## src/rtl/clk_div_multi.sv

```systemverilog
// clk_div_multi
//   Multi-channel runtime-programmable clock/tick divider. Each channel counts
//   enabled clk cycles up to its active divisor and produces either a 50 %
//   toggle output (period 2*D) or a one-cycle pulse (period D), plus a
//   one-cycle terminal-count tick. New divisor/mode settings are staged as
//   "pending" and only take effect on a terminal count, or on the next edge
//   when the channel is disabled, so running outputs never glitch.
//
// Ports
//   clk       : system clock, rising edge only
//   reset     : asynchronous, active-high
//   enable    : per-channel count enable
//   cfg_we    : one-cycle configuration write strobe
//   cfg_ch    : target channel of the write
//   cfg_div   : new divisor (0 is rejected)
//   cfg_mode  : 0 = toggle, 1 = pulse
//   div_out   : registered divided output per channel
//   tick      : registered one-cycle terminal-count strobe per channel
//   pending   : channel holds an accepted, not yet applied configuration
//   cfg_err   : one-cycle strobe after a rejected write
module clk_div_multi #(
  parameter int CHANNELS    = 4,
  parameter int WIDTH       = 16,
  parameter int DEFAULT_DIV = 10,
  localparam int CH_W       = (CHANNELS > 1) ? $clog2(CHANNELS) : 1
) (
  input  logic                clk,
  input  logic                reset,
  input  logic [CHANNELS-1:0] enable,
  input  logic                cfg_we,
  input  logic [CH_W-1:0]     cfg_ch,
  input  logic [WIDTH-1:0]    cfg_div,
  input  logic                cfg_mode,
  output logic [CHANNELS-1:0] div_out,
  output logic [CHANNELS-1:0] tick,
  output logic [CHANNELS-1:0] pending,
  output logic                cfg_err
);

  localparam logic [WIDTH-1:0] ONE = WIDTH'(1);
  localparam logic [WIDTH-1:0] DEF = WIDTH'(DEFAULT_DIV);

  logic [WIDTH-1:0]    cnt      [CHANNELS];
  logic [WIDTH-1:0]    act_div  [CHANNELS];
  logic [WIDTH-1:0]    pend_div [CHANNELS];
  logic [CHANNELS-1:0] act_mode;
  logic [CHANNELS-1:0] pend_mode;

  logic [CHANNELS-1:0] tc;
  logic [CHANNELS-1:0] sel;
  logic [CHANNELS-1:0] apply;
  logic [CHANNELS-1:0] mode_chg;
  logic                cfg_bad;
  logic                cfg_ok;

  always_comb begin
    tc       = '0;
    sel      = '0;
    apply    = '0;
    mode_chg = '0;
    // Channel range check done in 32-bit so it stays meaningful when
    // CHANNELS is not a power of two.
    cfg_bad  = (cfg_div == '0) || (int'(cfg_ch) >= CHANNELS);
    cfg_ok   = cfg_we && !cfg_bad;
    for (int i = 0; i < CHANNELS; i++) begin
      tc[i]       = enable[i] && (cnt[i] == act_div[i] - ONE);
      sel[i]      = cfg_ok && (cfg_ch == CH_W'(i));
      // A disabled channel has no TC to wait for, so it applies at once.
      apply[i]    = pending[i] && (tc[i] || !enable[i]);
      mode_chg[i] = pend_mode[i] ^ act_mode[i];
    end
  end

  always_ff @(posedge clk or posedge reset) begin
    if (reset) begin
      for (int i = 0; i < CHANNELS; i++) begin
        cnt[i]      <= '0;
        act_div[i]  <= DEF;
        pend_div[i] <= DEF;
      end
      act_mode  <= '0;
      pend_mode <= '0;
      div_out   <= '0;
      tick      <= '0;
      pending   <= '0;
      cfg_err   <= 1'b0;
    end else begin
      cfg_err <= cfg_we && cfg_bad;
      for (int i = 0; i < CHANNELS; i++) begin
        if (tc[i]) begin
          cnt[i]  <= '0;
          tick[i] <= 1'b1;
          if (apply[i] && mode_chg[i]) begin
            div_out[i] <= 1'b0;
          end else if (act_mode[i]) begin
            div_out[i] <= 1'b1;
          end else begin
            div_out[i] <= ~div_out[i];
          end
        end else if (enable[i]) begin
          cnt[i]  <= cnt[i] + ONE;
          tick[i] <= 1'b0;
          if (act_mode[i]) begin
            div_out[i] <= 1'b0;
          end
        end else begin
          tick[i] <= 1'b0;
          if (apply[i]) begin
            cnt[i] <= '0;
          end
          if (act_mode[i] || (apply[i] && mode_chg[i])) begin
            div_out[i] <= 1'b0;
          end
        end

        if (apply[i]) begin
          act_div[i]  <= pend_div[i];
          act_mode[i] <= pend_mode[i];
          pending[i]  <= 1'b0;
        end

        // A write landing on the apply edge is kept for the next TC; the
        // apply above already used the previous pending values.
        if (sel[i]) begin
          pend_div[i]  <= cfg_div;
          pend_mode[i] <= cfg_mode;
          pending[i]   <= 1'b1;
        end
      end
    end
  end

endmodule

```

## config.mk

```make
export PLATFORM = sky130hd
export DESIGN_NAME = clk_div_multi
export DESIGN_NICKNAME = d
export VERILOG_FILES = /design/src/rtl/clk_div_multi.sv
export SDC_FILE = /design/constraint.sdc
export NUM_CORES = 1
export LEC_CHECK = 0
export CAP_MARGIN = 20
export CORE_MARGIN = 2
export CORE_UTILIZATION = 40
export CTS_CLUSTER_SIZE = 24
export DETAILED_ROUTE_END_ITERATION = 6
export REMOVE_ABC_BUFFERS = 1
export SETUP_SLACK_MARGIN = 0.4
export SLEW_MARGIN = 20
export SYNTH_ARGS = -nofsm -noshare
export SYNTH_HDL_FRONTEND = slang
export SYNTH_SLANG_ARGS = --single-unit
```

## constraint.sdc

```tcl
create_clock -name clk -period 8.91 [get_ports clk]
set_input_delay 2.2275 -clock clk [delete_from_list [all_inputs] [get_ports clk]]
set_output_delay 2.2275 -clock clk [all_outputs]
set_load 0.01 [all_outputs]
```

==> results.txt, run 1 <==
Least-Margin Pin Slew: 1.10 ns
Post-synth EDFFs: 0
Register area share after synthesis: 46.3%
Layout cell share with drive strength beyond 1: 19.8%
Vias in the first global route: 7,966
Worst path top cell family by delay: simple AND/OR/NAND/NOR gates
Share of the synthesized area in the top cell type: 42.7%
First-pass GRT wire length: 42,100 µm
Critical Path End Type: flop
CTS tree: built
Dpl cells: 1,448
Final slew viol count: 0
Tightest Hold Check Type: flop to flop
Overflow after GRT: 0
Synth area leaders: dfrtp_1, mux2_2, xnor2_1
DP HPWL: 17,300 µm
CP peak stage delay: 0.88 ns
CP max stage cell: nand2b_1
Final setup violation count: 0
Hold-fix buffers, CTS: 0
Max_slew headroom: 26.9%
CTS sink cnt: 213
Total wire length: 25,100 µm
Asr flop ratio synth: 100%
Worst path depth: 4
Largest net degree at the start of global routing: 150
Final Cell Area: 0.0131 mm²
Finished Layout Cells: 1,492
CP Buf/Inv Count: 1
Worst R2R Path Depth: 9
Row cnt: 62
CP required: 9.30 ns
Routed vias/inst: 5.52
CTS Buffer Depth: 3
CP arrival: 4.88 ns
Area delta synth->final: 13.0%
Initial antenna violation count: 1
Number of diodes: 0
Initial detailed-routing violation count: 395
RSZ-0062 raised after global routing: false
Pwr/cell area: 251 mW/mm²
Flops & latches, synth: 213
Root buf cell: clkbuf_16
Critical path peak fanout: 23
Period utilisation layout: 50.4%
Max Fclk: 0.223 GHz
Most used DFF post-synth: dfrtp_1
Min Tclk post-route: 4.49 ns
Synthesized area per cell: 10.8 µm²
Post-route DRC violation count: 0
Cell chain of the critical path: clkdlybuf4s50_1 -> o41a_1 -> nand2b_1 -> mux2_2
Drt pass-1 iters: 7
Status: finished clean
Setup CP Type: input pin to flop
Synth Warn #: 0
CTS Buf Count: 24
Tot GR Track Use: 16.7%
Synth Instances: 1,065
Top Ports: 39
Final core occ: 45.7%
Initial core utilization: 40.4%
Final hold violation count: 0
Max Cap Viol: 0
I/O Buffers: 38
Critical path launch point type: input pin
Post-synth top area cell: dfrtp_1
Setup_tns: 0 ns
Mapped cell area: 0.0115 mm²
Leakage: 5.42 nW
DRT antenna net count: 0
Clock Latency Late Sink: 0.52 ns
Maximum VDD drop: 0.125 mV
Setup bufs post-CTS: 0
Clock Skews: 0.0161 ns
Die Area: 0.0302 mm²
NumNets Final: 1,124
Die Wd: 174 µm
Fin Hold WS: 0.482 ns
Clock-pin transition on the worst setup and hold timing paths: 0.06 ns
DR vias: 8,232
Die Y: 174 µm
Routed wire per std cell: 16.9 µm
Placer's final routability congestion estimate: 0.816
Hold depth: 1
Placed cell areas: 0.0122 mm²
Core area: 0.0285 mm²
CTS-repair resized insts: 0
# H-tree levels: 1
Distinct cells, synth: 77
## layer usage
layer / part of all wire (%) / vias to the layer above / GRT usage [%]
li1: - / 3962 / -
met1: 49 / 4099 / 24.2
met2: 45 / 141 / 26.7
met3: 3.6 / 30 / 2.49
met4: 1.9 / 0 / 3.29
met5: 0 / - / 0
## report_power, final
part           internal, mW  switching [mW]
Sequential             1.19           0.283
Clock                 0.600           0.396
Combinational         0.436           0.377
## final timing paths
kind	to	slack, ns	from
min in group asynchronous	cnt[55]	2.24	reset
worst min register to register	div_out[1]	0.48	act_mode[1]
max in group asynchronous	cnt[20]	5.23	reset
worst max register to register	act_div[53]	4.68	act_div[48]
worst max-delay path	act_div[53]	4.42	enable[0]
worst min-delay path	div_out[1]	0.48	act_mode[1]
## layout by cell type (no fill, tap or decap), types with 19 or more instances in the layout
cell             instances
o21ai_0                 48
nor2_1                  46
nand2_1                 64
nor3b_1                 21
nand3_1                 34
xnor2_1                 60
a21o_1                  19
inv_1                   33
xor2_1                  37
dfrtp_1                197
clkbuf_16               25
a21oi_1                 26
and3_1                  25
clkdlybuf4s50_1         38
mux2_4                  20
nor4_1                  27
mux2_2                 116
nor3_1                  20
## sequential cells by signal, indices dropped and copies added (netlist names)
signal	cells
div_out	4
pending	4
act_mode	4
act_div	64
cnt	64
tick	4
pend_div	64
cfg_err	1
pend_mode	4
## synthesized netlist by cell type, types with 5 or more instances
master and count:
dfrtp_1 197, mux2_2 116, nand2_1 64, xnor2_1 60, o21ai_0 48, nor2_1 46, xor2_1 37, inv_1 34
nand3_1 34, clkbuf_1 30, nor4_1 27, a21oi_1 26, and3_1 25, nor3_1 21, nor3b_1 21, mux2_4 20
a21o_1 19, dfstp_2 16, nand4_1 15, o311ai_0 14, nor2b_1 13, o31ai_1 13, nor4b_1 10, nand2b_1 9
or3_1 9, a211oi_1 8, and2_1 8, ha_1 8, nor4_2 7, o21a_1 7, or4_1 7, o211ai_1 6
a211o_1 5, a31oi_1 5, and4_1 5, buf_2 5
## cell type report
class	instances	area [µm²]
Clock buffer	38	744
Clock inverter	6	57.6
Fill cell	2760	15500
Inverter	35	144
Multi-Input combinational cell	774	5860
Sequential cell	213	5350
Tap cell	384	480
Timing Repair Buffer	42	410
## per-stage QoR
step	setup WS [ns]	total power, mW
2_1_floorplan	0.886	2.06
3_3_place_gp	3.96	2.27
3_5_place_dp	3.92	2.29
4_1_cts	4.46	3.31
5_1_grt	4.26	3.48
6_report	4.42	3.28
## cells by family (layout without fill, tap and decap cells)
family | Yosys count | count (layout) | share of synthesized area (%)
AOI/OAI and AO/OA | 183 | 183 | 10.8
xor gates and xnor gates | 97 | 97 | 7.36
adders and majority gates | 8 | 8 | 0.867
buffers and inverters | 78 | 121 | 2.91
DFF | 213 | 213 | 46.3
muxes | 142 | 142 | 14.5
and+or+nand+nor | 344 | 344 | 17.3
(Power assumes the default switching activity.)
==> run 2: changes to the inputs <==
==> constraint.sdc (replaced) <==
create_clock -name clk -period 3.7 [get_ports clk]
set_input_delay 0.925 -clock clk [delete_from_list [all_inputs] [get_ports clk]]
set_output_delay 0.925 -clock clk [all_outputs]
set_load 0.01 [all_outputs]
==> results.txt, run 2 (synthesized netlist as in run 1, its figures left out) <==
Clock share of power: 29.8%
Number of diodes: 0
DRT antenna net count: 0
Worst R2R Path Depth: 10
FF-to-FF End: act_div[58]
Sw power: 2.64 mW
Overflow after GRT: 0
Net Sw Frac: 33.2%
Placed cell areas: 0.0125 mm²
Status: finished clean
Finished Layout Cells: 1,522
Critical path launch point type: flop
Biggest regs: act_div (64), cnt (64), pend_div (64)
Critical path peak fanout: 17
Total wire length: 26,300 µm
Setup_tns: 0 ns
Die Area: 0.0302 mm²
Pwr/cell area: 597 mW/mm²
Setup CP Type: flop to flop
Setup bufs post-CTS: 0
Final setup violation count: 0
Reg2Reg Setup Slack: 0.59 ns
Fillers: 2,711
Worst Hold End: div_out[1]
Final hold violation count: 0
Placer's final routability congestion estimate: 0.849
Post-route DRC violation count: 0
Area delta synth->final: 15.3%
Root buf cell: clkbuf_16
CP arrival: 3.53 ns
Least-Margin Pin Slew: 0.850 ns
Period utilisation layout: 84.1%
# H-tree levels: 1
Setup ws final: 0.590 ns
Dpl ws: 0.206 ns
Vias in the first global route: 8,416
Clock Skews: 0.00770 ns
R2r startpoint: act_div[48]
Dpl cells: 1,477
CTS Buffer Depth: 3
Multi-input gate area: 0.00590 mm²
I/O Buffers: 38
Max Cap Viol: 0
Die Wd: 174 µm
Clock Latency Late Sink: 0.54 ns
Drt pass-1 iters: 7
Max_slew headroom: 43.1%
DP HPWL: 18,500 µm
CTS tree: built
Final slew viol count: 0
CP required: 4.12 ns
CTS Buf Count: 25
Most frequent cells in the layout: dfrtp_1, mux2_2, nand2_1
Hold depth: 1
Commonest non-fill, non-tap cell in the layout: dfrtp_1
Tot GR Track Use: 17.8%
Routed wire per std cell: 17.3 µm
Leakage: 5.57 nW
NumNets Final: 1,154
Hold-fix buffers, CTS: 0
Row cnt: 62
DR vias: 8,384
Final Cell Area: 0.0133 mm²
Register cell area after layout: 0.00535 mm²
Tightest Hold Check Type: flop to flop
Routed vias/inst: 5.51
First-pass GRT wire length: 44,400 µm
Critical Path End Type: flop
Min Tclk post-route: 3.11 ns
Combinational Power Share: 25.5%
Core area: 0.0285 mm²
Max Fclk: 0.322 GHz
Top Ports: 39
Clock-pin transition on the worst setup and hold timing paths: 0.06 ns
Int Power: 5.31 mW
Total power: 7.95 mW
Largest net degree at the start of global routing: 76
Seq pwr share: 44.7%
CTS-repair resized insts: 0
Min-delay src: act_mode[1]
Initial detailed-routing violation count: 492
Initial antenna violation count: 1
Die Y: 174 µm
CTS sink cnt: 213
Layout cell share with drive strength beyond 1: 22.4%
RSZ-0062 raised after global routing: false
Initial core utilization: 40.4%
Maximum VDD drop: 0.399 mV
run 2: through the flow:
step                      hold WS, ns  util [%]
after global routing            0.505      46.7
after CTS                       0.491      46.5
final                           0.486      46.7
after floorplan                 0.446         -
after global placement          0.470      43.7
after detailed placement        0.474      43.7
run 2: worst max path at each step:
stage	from	to	slack, ns
3_5_place_dp	cfg_div[11]	pend_div[25]	0.21
2_1_floorplan	reset	act_div[0]	-3.02
3_3_place_gp	cfg_div[11]	pend_div[31]	0.21
4_1_cts	act_div[48]	act_div[58]	0.47
6_report	act_div[48]	act_div[58]	0.59
5_1_grt	act_div[48]	act_div[58]	0.41
run 2: power by group through the flow:
stage / sequential (mW) / clock (mW) / combinational (mW)
after floorplan: 3.35 / 0 / 1.62
after global placement: 3.58 / 0 / 1.96
after detailed placement: 3.58 / 0 / 1.99
after CTS: 3.55 / 2.45 / 2.01
after global routing: 3.65 / 2.53 / 2.26
final: 3.55 / 2.37 / 2.03
run 2: layout make-up:
| cell class | count | share of cell area [%] |
|---|---|---|
| multi-input combinational | 774 | 44.3 |
| sequential | 213 | 40.2 |
| clock buffer | 31 | 5.02 |
| timing repair buffer | 71 | 4.93 |
| tap | 384 | 3.61 |
| inverter | 35 | 1.04 |
| clock inverter | 14 | 0.930 |
run 2: routing by layer:
metal  GRT usage (%)  vias to the layer above  share of wire, %
li1                -                     4028                 -
met1            25.7                     4207                50
met2            28.3                      118                45
met3            2.54                       31               3.4
met4            4.13                        0               1.8
met5               0                        -                 0
run 2: critical path: stages, from the launching register on:
cell	delay [ns]
dfrtp_1	0.44
inv_1	0.08
ha_1	0.19
or3b_1	0.48
nor4_4	0.27
mux2_1	0.34
a41oi_1	0.24
o41a_1	0.22
nand2b_1	0.12
buf_6	0.23
mux2_2	0.36
==> run 3: changes to the inputs <==
==> constraint.sdc (replaced) <==
create_clock -name clk -period 3.2 [get_ports clk]
set_input_delay 0.8 -clock clk [delete_from_list [all_inputs] [get_ports clk]]
set_output_delay 0.8 -clock clk [all_outputs]
set_load 0.01 [all_outputs]
==> results.txt, run 3 (synthesized netlist as in run 1, its figures left out) <==
First-pass GRT wire length: 46,300 µm
Total power: 10.2 mW
Final hold violation count: 0
Dpl cells: 1,511
Finished Layout Cells: 1,597
CP required: 3.60 ns
RSZ-0062 raised after global routing: true
Die Y: 174 µm
R2r startpoint: act_div[48]
NumNets Final: 1,229
Overflow after GRT: 0
Critical path launch point type: flop
Placer's final routability congestion estimate: 0.928
Pwr/cell area: 692 mW/mm²
Tightest Hold Check Type: flop to flop
Sw power: 3.26 mW
Seq pwr share: 39.3%
Layout cell share with drive strength beyond 1: 31.9%
Total wire length: 28,500 µm
Int Power: 6.93 mW
DP HPWL: 19,000 µm
Combinational Power Share: 30.5%
CTS Buffer Depth: 3
Top Ports: 39
Fillers: 2,570
DR vias: 8,796
Multi-input gate area: 0.00634 mm²
CP arrival: 3.28 ns
Status: finished clean
Tot GR Track Use: 18.6%
Commonest non-fill, non-tap cell in the layout: dfrtp_1
Leakage: 6.24 nW
Initial detailed-routing violation count: 543
Largest net degree at the start of global routing: 82
Final slew viol count: 0
Most frequent cells in the layout: dfrtp_1, mux2_2, buf_4
Critical Path End Type: flop
Max_slew headroom: 32.2%
Maximum VDD drop: 0.454 mV
Max Fclk: 0.347 GHz
Number of diodes: 0
Final setup violation count: 0
Min-delay src: act_mode[1]
CTS tree: built
DRT antenna net count: 0
CTS sink cnt: 213
Critical Path Source: act_div[48]
Initial core utilization: 40.4%
Initial antenna violation count: 1
Clock-pin transition on the worst setup and hold timing paths: 0.06 ns
Drt pass-1 iters: 5
Routed vias/inst: 5.51
Routed wire per std cell: 17.8 µm
Final core occ: 51.6%
Row cnt: 62
CTS Buf Count: 24
Critical path peak fanout: 5
Post-route DRC violation count: 0
Clock Latency Late Sink: 0.51 ns
I/O Buffers: 38
Area delta synth->final: 27.5%
Least-Margin Pin Slew: 1.01 ns
Biggest regs: act_div (64), cnt (64), pend_div (64)
Max Cap Viol: 0
Die Wd: 174 µm
Min Tclk post-route: 2.88 ns
Clock share of power: 30.2%
Net Sw Frac: 32.0%
Setup CP Type: flop to flop
Core area: 0.0285 mm²
Root buf cell: clkbuf_16
Die Area: 0.0302 mm²
Vias in the first global route: 8,790
Setup_tns: 0 ns
Period utilisation layout: 90.1%
Clock Skews: 0.00638 ns
Register cell area after layout: 0.00536 mm²
# H-tree levels: 1
==> run 3: cell types whose count changed in the layout (fill, tap and decap cells not counted), sizes merged <==
cell,delta
buf,+71
bufinv,+5
clkbuf,+3
clkinv,-2
clkinvlp,-2
inv,-2
nand2,+1
nand2b,+1
==> run 3: cell type report <==
cell class	instances	share of cell area [%]
clock buffers	31	4.54
repair buffers	145	10.3
well taps	384	3.26
flip-flops and latches	213	36.4
clock inverters	13	1.52
inverters	35	0.943
multi-input cells	776	43.1
==> run 3: power groups by stage <==
stage	clock network [mW]	registers (mW)	logic, mW
after detailed placement	0	4.02	2.59
after floorplan	0	3.88	1.87
final	3.07	4.00	3.11
after CTS	3.16	3.98	2.88
after global routing	3.26	4.10	3.39
after global placement	0	4.01	2.54
==> run 3: timing repair <==
action                                 4_1_cts  5_1_grt
cloned                                       6        4
setup endpoints to repair                  120      136
endpoints found under the hold margin        0        0
pin swaps                                   20       18
buffers inserted                            22       10
hold buffers                                 0        0
resized for setup                           71       74
==> run 3: path summary, 6_finish.rpt <==
kind	to	slack (ns)	cells past startpoint
worst max-delay path	act_div[48]	0.32	10
worst min-delay path	div_out[1]	0.49	1
worst max register to register	act_div[48]	0.32	10
worst min register to register	div_out[1]	0.49	1
max in group asynchronous	cnt[35]	1.75	3
min in group asynchronous	cnt[52]	0.77	2
==> run 3: metrics by stage <==
step                setup slack (ns)  hold slack, ns  area [µm²]
finish                         0.316           0.486       14700
global route                   0.224           0.518       14700
CTS                            0.305           0.484       14300
detailed placement            0.0588           0.476       12800
global placement               0.136           0.468       12800
floorplan                      -3.40           0.446       11300
==> run 3: per-layer routing <==
metal	vias to the layer above	global-route usage, %	routed length (µm)
met5	-	0	0
met2	166	29.8	13200
li1	4196	-	-
met3	40	2.27	1020
met4	0	4.34	596
met1	4394	26.8	13700
==> run 3: critical path, cell delays in order, from the launching register on <==
cell and delay [ns]:
dfrtp_1 0.39, inv_2 0.07, ha_4 0.12, or3b_4 0.41, or3_4 0.40, a21oi_2 0.16
o32ai_2 0.10, o41a_1 0.41, nand2b_4 0.22, buf_12 0.18, mux2_4 0.29
